**src/rtl/pipe_skid_16b.sv**
```systemverilog
// pipe_skid_16b: valid/ready pipeline stage with a one-entry skid buffer.
// in_ready is taken from a flop, so a downstream stall never reaches the
// upstream handshake through combinational logic. A synchronous flush
// squashes every held word for branch recovery.
module pipe_skid_16b #(
  parameter int WIDTH = 16
) (
  input  logic             clk,
  input  logic             rst,
  input  logic             in_valid,
  input  logic [WIDTH-1:0] in_data,
  output logic             in_ready,
  output logic             out_valid,
  output logic [WIDTH-1:0] out_data,
  input  logic             out_ready,
  input  logic             flush,
  output logic [1:0]       occupancy
);

  // The state encoding is {out_valid, skid_valid}. The pair 2'b01 is never
  // entered; if it ever appears, the stage recovers to EMPTY.
  typedef enum logic [1:0] {
    EMPTY = 2'b00,
    ONE   = 2'b10,
    FULL  = 2'b11
  } state_t;

  state_t           state_q, state_d;
  logic [WIDTH-1:0] out_data_q, out_data_d;
  logic [WIDTH-1:0] skid_data_q, skid_data_d;
  logic             in_ready_q, in_ready_d;
  logic             accept, drain;
  logic             skid_valid;

  assign skid_valid = state_q[0];
  assign out_valid  = state_q[1];
  assign out_data   = out_data_q;
  assign in_ready   = in_ready_q;
  assign occupancy  = {1'b0, out_valid} + {1'b0, skid_valid};

  assign accept = in_valid & in_ready_q;
  assign drain  = out_valid & out_ready;

  // Next state and data-register loads. Flush overrides only the valid state.
  always_comb begin
    state_d     = state_q;
    out_data_d  = out_data_q;
    skid_data_d = skid_data_q;
    case (state_q)
      EMPTY: begin
        if (accept) begin
          out_data_d = in_data;
          state_d    = ONE;
        end
      end
      ONE: begin
        if (accept && drain) begin
          out_data_d = in_data;
        end else if (drain) begin
          state_d = EMPTY;
        end else if (accept) begin
          skid_data_d = in_data;
          state_d     = FULL;
        end
      end
      FULL: begin
        // in_ready is low here, so nothing new can arrive in this cycle.
        if (drain) begin
          out_data_d = skid_data_q;
          state_d    = ONE;
        end
      end
      default: state_d = EMPTY;
    endcase
    if (flush) state_d = EMPTY;
    // Ready exactly when the skid slot will be free after this edge.
    in_ready_d = ~state_d[0];
  end

  // State, data and ready registers, with asynchronous active-low reset.
  always_ff @(posedge clk or negedge rst) begin
    if (!rst) begin
      state_q     <= EMPTY;
      out_data_q  <= '0;
      skid_data_q <= '0;
      in_ready_q  <= 1'b1;
    end else begin
      state_q     <= state_d;
      out_data_q  <= out_data_d;
      skid_data_q <= skid_data_d;
      in_ready_q  <= in_ready_d;
    end
  end

endmodule

```
**config.mk**
```make
export PLATFORM = sky130hd
export DESIGN_NAME = pipe_skid_16b
export DESIGN_NICKNAME = d
export VERILOG_FILES = /design/src/rtl/pipe_skid_16b.sv
export SDC_FILE = /design/constraint.sdc
export NUM_CORES = 1
export LEC_CHECK = 0
export ABC_AREA = 1
export BUFFER_PORTS_ARGS = -buffer_cell sky130_fd_sc_hd__buf_2
export CORE_MARGIN = 2
export CORE_UTILIZATION = 40
export DETAILED_ROUTE_END_ITERATION = 6
export GPL_ROUTABILITY_DRIVEN = 0
export MAX_ROUTING_LAYER = met4
export PLACE_DENSITY = 0.74
export SLEW_MARGIN = 20
export SYNTH_ARGS = -nofsm -noshare
export SYNTH_HDL_FRONTEND = slang
export SYNTH_SLANG_ARGS = --single-unit
```
**constraint.sdc**
```tcl
create_clock -name clk -period 1.6 [get_ports clk]
set_input_delay 0.32 -clock clk [delete_from_list [all_inputs] [get_ports clk]]
set_output_delay 0.32 -clock clk [all_outputs]
set_load 0.02 [all_outputs]
```
==> metrics.yaml <==
wl_um: 3290
synth_most_common_cell: "nand2_1"
grt_use_total: 0.143
end_kind: "output pin"
drc: 0
synth-edff-count: 0
maxSlewViolCount: 0
ff2ff_path_depth: 9
p_sw_frac: 0.367
initial_utilization: 0.411
ys_top_cells_by_area: "dfrtp_1, nand2_1, o21ai_2, o21a_1, inv_1"
vias_per_cell: 4.62
fp.coreArea_um2: 4320
cts-root-buf: "clkbuf_8"
async_reset_ff_frac: 1.00
syn_avg_cell_area_um2: 8.93
critical_path_cell_count: 3
clock_power_share: 0.238
crit_type: "flop to output pin"
drtAntennaViolNets: 0
row_count: 24
htreeDepth: 2
cts_tree: "done"
layout-drive-gt1-share: 0.355
area_delta_synth_final_pct: 23.0
clockBufferDepth: 2
skew_ns: 0.00949
fmax_ghz: 0.645
power_switching_mw: 1.44
top_layer: "met4"
hold_ws_ns: 0.0593
cp.required_ns: 1.28
startpoint: "state_q[0]"
reg2reg_from: "state_q[0]"
endpoint: "occupancy[0]"
die_w_um: 70.6
wl_met1_um: 1610
start_kind: "flop"
worst_pin_slew_ns: 0.448
antenna_cells: 0
power_per_cell_area_nw_per_um2: 1800
synth_fp_nets: 224
wl_per_cell_um: 11.2
reg2reg_slack_ns: 0.08
hp-class: "input pin to asynchronous set/reset pin"
period_minus_slack_ns: 1.55
synth_commonest_cells: "nand2_1, dfrtp_1, inv_1"
rsz0062_at_grt: "false"
final_hold_viol_count: 0
syn_area_um2: 1780
cp_num_buf_inv: 2
ioPinCount: 41
yosys_warnings: 0
grt_max_degree: 36
setup_tns_ns: 0
grt_pass1_vias: 1235
p_int_mw: 2.49
worst_slack_ns: 0.0487
timing.final.crit_share: 0.970
ir_drop_mv: 0.832
pwr-share-seq: 0.382
cts_buffers: 5
ys.flop_type: "dfrtp_1"
clk_pin_slew_ns: 0.07
max_stage_delay_ns: 0.40
initialDrtViolationCount: 67
yosysSeqAreaShare: 0.494
crit_arrival_ns: 1.23
ys_ff_latch: 35
port_buffers: 40
syn_inst: 199
final-setup-viol-count: 0
clk-insertion-delay-late_ns: 0.29
vias: 1359
yosysTopAreaCellShare: 0.479
antenna_found_initial: 0
met2_length_um: 1490
path_max_fanout: 3
grt-ovfl-total: 0
slowest_stage: "dfrtp_1"
fillCellCount: 404
crit_chain: "inv_1, ha_4, buf_2"
r2r-end: "out_data[5]"
p_leak_nw: 1.12
dp_hpwl_um: 2190
outcome: "completed"
final_nets: 266
drv_cap: 0
p_comb_frac: 0.380
dieHeight_um: 70.6
synth_area_leader_cell: "dfrtp_1"
critPathTopFamily: "flip-flops"
dpl_worst_slack_ns: 0.0633
die_area_um2: 4990
grt_pass1_wl_um: 5500
clock-sinks: 35
max_slew_margin: 0.701
dr_wl_met3_um: 152
drt_pre_antenna_iters: 4
synth_cell_types: 19
==> worst min-delay path by stage <==
stage                              to  startpoint  slack (ns)  cells past startpoint
final                     out_data[5]         rst        0.06                      2
after global routing      out_data[4]         rst        0.10                      2
after CTS                 out_data[2]         rst        0.08                      2
after detailed placement  out_data[2]         rst        0.39                      2
after global placement    out_data[2]         rst        0.38                      2
after floorplan           out_data[0]         rst        0.02                      0
==> registers in the layout (all words and copies together), names as in the netlist <==
signal / cells
in_ready: 1
out_data: 16
skid_data_q: 16
state_q: 2
==> cells by family (layout without fill, tap and decap cells) <==
logic type / after synthesis / count (layout) / share of synthesized area
buf+inv: 35 / 78 / 0.0972
simple gates: 74 / 74 / 0.175
compound gates: 51 / 51 / 0.206
flops: 35 / 35 / 0.494
fa+ha+maj: 4 / 4 / 0.0282
==> power groups by stage <==
stage          Sequential, mW  Clock [mW]  Combinational (mW)
6_report                 1.51       0.935                1.50
5_1_grt                  1.56        1.01                1.65
4_1_cts                  1.51       0.956                1.49
3_5_place_dp             1.52           0                1.48
3_3_place_gp             1.51           0                1.45
2_1_floorplan            1.75           0               0.865
==> cell usage in the layout, fill, tap and decap left out <==
master     count
nand2_1       57
buf_2         40
dfrtp_1       33
inv_1         23
o21ai_2       17
o21a_1        16
o21ai_1       15
nand2_2        9
nor2_1         5
clkbuf_8       5
buf_4          3
inv_2          2
o21ai_0        2
ha_4           2
ha_1           2
bufinv_16      2
buf_12         2
nand3_2        1
o22ai_2        1
nand3_1        1
nand4_1        1
clkbuf_1       1
dfstp_2        1
dfrtp_2        1
==> cell type report <==
| type | instances | area [um2] | area share |
|---|---|---|---|
| clock buffers | 6 | 72.6 | 0.0332 |
| clock inverters | 2 | 60.1 | 0.0275 |
| inverters | 25 | 93.8 | 0.0430 |
| multi-input cells | 129 | 752 | 0.344 |
| flip-flops and latches | 35 | 878 | 0.402 |
| well taps | 52 | 65.1 | 0.0298 |
| repair buffers | 45 | 263 | 0.120 |
==> through the flow <==
| step | util | total power, mW | cell area, um2 | cells |
|---|---|---|---|---|
| after floorplan | - | 2.62 | 1780 | 199 |
| final | 0.505 | 3.94 | 2180 | 294 |
| after global routing | 0.505 | 4.21 | 2180 | 294 |
| after CTS | 0.498 | 3.95 | 2150 | 293 |
| after detailed placement | 0.467 | 3.00 | 2020 | 285 |
| after global placement | 0.467 | 2.96 | 2020 | 285 |
==> timing repair <==
action | CTS | global route
resized for setup | 0 | 4
buffers inserted | 0 | 1
hold buffers | 0 | 0
setup endpoints to repair | 0 | 18
endpoints found under the hold margin | 0 | 0
==> layer usage <==
metal  vias to the layer above  GRT usage
li1                        706          -
met1                       619      0.188
met3                         4     0.0385
met2                        30      0.216
met5                         -          -
met4                         0     0.0503
Note: power is estimated with default switching activity, not from simulation.
